<file path="src/rtl/multiword_add_seq.sv">
// multiword_add_seq: wide unsigned add/subtract, one byte per clock through a
// shared 8-bit ripple-carry slice. LSB byte first, with a registered inter-byte
// carry. Operands enter on a valid/ready handshake and the result leaves on a
// second valid/ready handshake.
module multiword_add_seq #(
  parameter int WORDS = 4
) (
  input  logic               clk,
  input  logic               rst_n,
  input  logic               in_valid,
  output logic               in_ready,
  input  logic [8*WORDS-1:0] a,
  input  logic [8*WORDS-1:0] b,
  input  logic               cin,
  input  logic               sub,
  output logic               out_valid,
  input  logic               out_ready,
  output logic [8*WORDS-1:0] sum,
  output logic               cout,
  output logic               busy
);

  localparam int W  = 8 * WORDS;
  localparam int IW = (WORDS > 1) ? $clog2(WORDS) : 1;

  typedef enum logic [1:0] {
    IDLE = 2'd0,
    RUN  = 2'd1,
    DONE = 2'd2
  } state_t;

  state_t          state_reg;
  logic [W-1:0]    a_lat_reg;
  logic [W-1:0]    b_lat_reg;
  logic            sub_lat_reg;
  logic            carry_reg;
  logic [IW-1:0]   idx_reg;
  logic [W-1:0]    sum_reg;
  logic            cout_reg;

  logic [W-1:0]    b_eff;
  logic [7:0]      a_byte;
  logic [7:0]      b_byte;
  logic [8:0]      slice_full;
  logic [7:0]      slice_sum;
  logic            slice_cout;
  logic [W-1:0]    sum_next;
  logic            last_byte;

  // Subtraction is A + ~B + 1; the +1 comes from the initial carry.
  assign b_eff = sub_lat_reg ? ~b_lat_reg : b_lat_reg;

  // Select the byte currently being processed.
  assign a_byte = a_lat_reg[8*idx_reg +: 8];
  assign b_byte = b_eff[8*idx_reg +: 8];

  // The shared 8-bit ripple-carry slice.
  assign slice_full = {1'b0, a_byte} + {1'b0, b_byte} + {8'd0, carry_reg};
  assign slice_sum  = slice_full[7:0];
  assign slice_cout = slice_full[8];

  assign last_byte = (idx_reg == IW'(WORDS - 1));

  // Per-byte result update: only the byte addressed by idx changes in RUN;
  // unprocessed bytes keep their old value.
  for (genvar gi = 0; gi < WORDS; gi++) begin : g_sum_byte
    assign sum_next[8*gi +: 8] =
      (state_reg == RUN && idx_reg == IW'(gi)) ? slice_sum : sum_reg[8*gi +: 8];
  end

  // Sequencer FSM: accept operands, ripple through the bytes, hold the result.
  always_ff @(posedge clk) begin
    if (!rst_n) begin
      state_reg   <= IDLE;
      a_lat_reg   <= '0;
      b_lat_reg   <= '0;
      sub_lat_reg <= 1'b0;
      carry_reg   <= 1'b0;
      idx_reg     <= '0;
      sum_reg     <= '0;
      cout_reg    <= 1'b0;
    end else begin
      case (state_reg)
        IDLE: begin
          if (in_valid) begin
            a_lat_reg   <= a;
            b_lat_reg   <= b;
            sub_lat_reg <= sub;
            carry_reg   <= sub ? 1'b1 : cin;
            idx_reg     <= '0;
            state_reg   <= RUN;
          end
        end
        RUN: begin
          sum_reg   <= sum_next;
          carry_reg <= slice_cout;
          idx_reg   <= idx_reg + IW'(1);
          if (last_byte) begin
            cout_reg  <= slice_cout;
            state_reg <= DONE;
          end
        end
        DONE: begin
          if (out_ready) begin
            state_reg <= IDLE;
          end
        end
        default: state_reg <= IDLE;
      endcase
    end
  end

  // Outputs decode registered state only; in_ready additionally masks reset.
  assign in_ready  = (state_reg == IDLE) && rst_n;
  assign out_valid = (state_reg == DONE);
  assign busy      = (state_reg != IDLE);
  assign sum       = sum_reg;
  assign cout      = cout_reg;

endmodule

</file>
<file path="config.mk">
export PLATFORM = sky130hd
export DESIGN_NAME = multiword_add_seq
export DESIGN_NICKNAME = d
export VERILOG_FILES = /design/src/rtl/multiword_add_seq.sv
export SDC_FILE = /design/constraint.sdc
export NUM_CORES = 1
export LEC_CHECK = 0
export BUFFER_PORTS_ARGS = -buffer_cell sky130_fd_sc_hd__buf_4
export CORE_MARGIN = 10
export CORE_UTILIZATION = 49
export DETAILED_ROUTE_END_ITERATION = 12
export GPL_TIMING_DRIVEN = 0
export PLACE_DENSITY = 0.77
export SLEW_MARGIN = 20
export SYNTH_ARGS = -nofsm -noshare
export SYNTH_HDL_FRONTEND = slang
export SYNTH_SLANG_ARGS = --single-unit
</file>
<file path="constraint.sdc">
create_clock -name clk -period 2.65 [get_ports clk]
set_input_delay 0.3975 -clock clk [delete_from_list [all_inputs] [get_ports clk]]
set_output_delay 0.3975 -clock clk [all_outputs]
set_load 0.05 [all_outputs]
</file>
==> metrics.sh <==
WL_MM=13.6
SYNTH_FP_NETS=620
VIOLATIONS='setup timing'
NETS=755
SYNTH-EDFF-COUNT=0
WORSTPATHCELLLIST='buf_1, xnor2_2, fa_2, inv_2, fa_2, a21oi_2, o211ai_1, buf_4, xnor2_4, o21ai_1'
NUMBER_OF_TOP_LEVEL_PINS=106
DRT-VIAS-PER-INSTANCE=5.51
CTS-ROOT-BUF='sky130_fd_sc_hd__clkbuf_8'
DRT-WIRELENGTH-PER-CELL_UM=17.3
RRSETUPSLACK_PS=-20
POWER.IR.VDD_WORST_uV=309
P_PER_AREA_nW_PER_UM2=569
PLACE_INST=752
SYNTH-WARNING-COUNT=0
SLEW_VIOLATIONS=0
CLOCK_TREE.BUFFER_DEPTH=2
GRTUSAGETOTAL_PCT=19.4
CRITICAL_PATH.SLOWEST_CELL='sky130_fd_sc_hd__buf_1'
DIE_W_UM=117
FLOORPLAN.ROWS=35
CTS_TREE='done'
CLKLATENCYLATEPIN_PS=380
CLOCK.FMAX_GHz=0.374
SETUP.WORST_PATH.END='sum[22]'
WORSTREG2REGSTART='sub_lat_reg'
CRITICAL_PATH.STARTPOINT_TYPE='flip-flop'
GRT_FIRST_PASS_WIRELENGTH_MM=21.0
SYNTH.CELL_AREA_UM2=4600
FINALPOWER_mW=3.50
DRT_ITER0_DRC=237
CTS_MAX_LEVEL=3
WEIGHTED_CONGESTION_AT_THE_END_OF_ROUTABILITY_DRIVEN_GLOBAL_PLACEMENT=0.853
PLEAK_nW=2.49
WORST_EP_ARRIVAL_TIME_PS=2950
DIE_HEIGHT_UM=117
SYNTH_FF_TYPE='sky130_fd_sc_hd__dfxtp_1'
GRT-OVFL-TOTAL=0
STDCELL_AREA_UM2=6160
FINAL_CRITICAL_PATH_SETUP_SLACK_PS=-24.4
FIRST_GLOBAL_VIAS=4389
FLOORPLAN.DIE_AREA_UM2=13700
WS_PATH_TYPE='reg2reg'
SETUP_VIOL=6
INITIAL_UTILIZATION_PCT=50.0
MAXIMUM_NUMBER_OF_PINS_ON_ONE_NET_BEFORE_GLOBAL_ROUTE_REPAIR=17
WORSTPATHMAXFANOUT=9
WORST_HOLD_PATH_TYPE='in2reg'
AREAGROWTHSYNTHTOFINISH_PCT=33.8
CORE_AREA_UM2=9200
CP.REQUIRED_PS=2920
VIA_COUNT=4341
POST_SYNTH_INST_COUNT=537
WORST_CLOCK_SKEW_PS=11.3
WORSTREG2REGEND='sum[22]'
HOLD_SLACK_PS=255
CRIT_PATH_END_KIND='flip-flop'
MAX_STAGE_DELAY_PS=610
CRIT_PATH_START='sub_lat_reg'
RSZ_0062_RAISED_AFTER_GLOBAL_ROUTING='yes'
DPL.HPWL_MM=10.2
YOSYS.CELL_TYPES.COUNT=43
FINAL-HOLD-VIOLATION-COUNT=0
DRT-PASS1-ITER-COUNT=6
ANTENNA_FOUND_INITIAL=0
WORST-SLEW-PIN-TRANSITION_PS=801
PORT_BUFFERS=104
LAYOUT_MIN_CYCLE_TIME_PS=2670
MAXSLEWHEADROOM_PCT=46.6
WORST-R2R-CELL-COUNT=10
MAXCAPVIOLATIONS=0
ASYNC_FLOP_SHARE_PCT=0
PLACED_CELL_AREA_UM2=5550
POSTROUTEANTENNANETS=0
PATH_CLK_SLEW_PS=100
FILLERS=736
OUTCOME='complete, but fails checks'
SYN-MEAN-INSTANCE-AREA_UM2=8.57
FINAL_MIN_PERIOD_OVER_CLOCK_PERIOD_PCT=101
ANTENNA_CELLS_INSERTED=0
FINAL_CELLS=788
MOST_COMMON_CELL_TYPE_ON_THE_CRITICAL_PATH='sky130_fd_sc_hd__fa_2'
REGISTER_AREA_SHARE_AFTER_SYNTHESIS_PCT=44.8
NUMBER_OF_SINKS_HANDLED_BY_CLOCK_TREE_SYNTHESIS=103
NUMBER_OF_STORAGE_ELEMENTS_IN_THE_SYNTHESIS_NETLIST=103
POST_ROUTE_CELLS_DRIVE_ABOVE_1_SHARE_PCT=31.2
REMAINING_ROUTING_DRC_VIOLATIONS=0
CTS_INSERTED_BUFFERS=9
==> layer usage <==
metal	GRT usage (%)	routed length, µm
met5	0	0
met4	7.58	219
met3	4.74	1130
met2	33.7	6710
met1	22.6	5570
==> what timing repair did <==
item,4_1_cts,5_1_grt
pin swaps,16,18
hold buffers,0,0
cloned,0,1
resized for setup,24,37
setup endpoints to repair,26,26
setup buffers,12,9
==> layout make-up <==
class                   count  area, µm²  area share (%)
plain buffers              40        239            3.88
clock buffers              12        155            2.52
well taps                 111        139            2.26
clock inverters             4       30.0           0.488
multi-input cells         384       2530            41.1
flip-flops and latches    103       2070            33.6
inverters                   8       30.0           0.488
repair buffers            126        966            15.7
==> report_power, final <==
| group | internal (mW) | switching (mW) | leakage [nW] |
|---|---|---|---|
| Combinational | 0.396 | 0.489 | 1.55 |
| Clock | 0.396 | 0.547 | 0.0926 |
| Sequential | 1.63 | 0.0450 | 0.843 |
==> metrics by stage <==
stage | setup TNS (ps) | util [%] | setup WS, ps
6_report | -82.2 | 66.9 | -24.4
4_1_cts | -402 | 64.1 | -66.9
3_5_place_dp | -5700 | 60.3 | -374
5_1_grt | -1420 | 66.9 | -160
2_1_floorplan | -20.3 | - | -20.3
3_3_place_gp | -3920 | 60.3 | -313
==> cell families after synthesis <==
kind of cell,after synthesis,share of synthesized area (%)
AOI/OAI and AO/OA,125,15.8
xor gates and xnor gates,11,2.09
adders and majority gates,13,3.86
buffers and inverters,50,5.25
DFF,103,44.8
muxes,16,7.83
and+or+nand+nor,219,20.3
==> cell usage after synthesis (all sizes together) (4+ instances only) <==
cell	n	area, µm²
ha	11	138
clkbuf	20	78.8
nand3	24	120
inv	8	30.0
a211oi	8	60.1
buf	22	133
o311ai	5	51.3
nand3b	7	52.6
a2111o	4	45.0
a31oi	4	25.0
mux4	16	360
o21ai	15	75.1
nand2	150	563
dfxtp	103	2060
a21oi	82	414
xnor2	4	35.0
nor2	19	71.3
and2	4	25.0
xor2	7	61.3
==> cell usage in the layout, fill, tap and decap left out, types with 5 or more instances in the layout <==
cell,instances
sky130_fd_sc_hd__buf_4,129
sky130_fd_sc_hd__a21oi_1,76
sky130_fd_sc_hd__clkbuf_1,17
sky130_fd_sc_hd__dfxtp_1,101
sky130_fd_sc_hd__xor2_1,5
sky130_fd_sc_hd__a211oi_1,8
sky130_fd_sc_hd__nand3b_1,7
sky130_fd_sc_hd__mux4_2,16
sky130_fd_sc_hd__inv_1,5
sky130_fd_sc_hd__clkbuf_8,11
sky130_fd_sc_hd__nor2_1,18
sky130_fd_sc_hd__nand3_1,24
sky130_fd_sc_hd__buf_6,5
sky130_fd_sc_hd__nand2_1,149
sky130_fd_sc_hd__ha_1,7
sky130_fd_sc_hd__buf_2,7
sky130_fd_sc_hd__o21ai_1,13
==> critical path, delay by kind of cell (launching register included) <==
family | cells | cell delay (ps)
xor+xnor | 2 | 370
buf+inv | 3 | 850
compound gates | 3 | 420
fa+ha+maj | 2 | 590
flops | 1 | 330
==> worst min path at each step <==
stage	from	end	slack [ps]	cells after the start
3_3_place_gp	b_lat_reg[1]	b_lat_reg[1]	440	2
3_5_place_dp	b_lat_reg[22]	b_lat_reg[22]	450	2
2_1_floorplan	a_lat_reg[16]	a_lat_reg[16]	430	2
5_1_grt	b[9]	b_lat_reg[9]	250	3
4_1_cts	b[12]	b_lat_reg[12]	260	3
6_report	b[21]	b_lat_reg[21]	250	3
(Power assumes the default switching activity.)
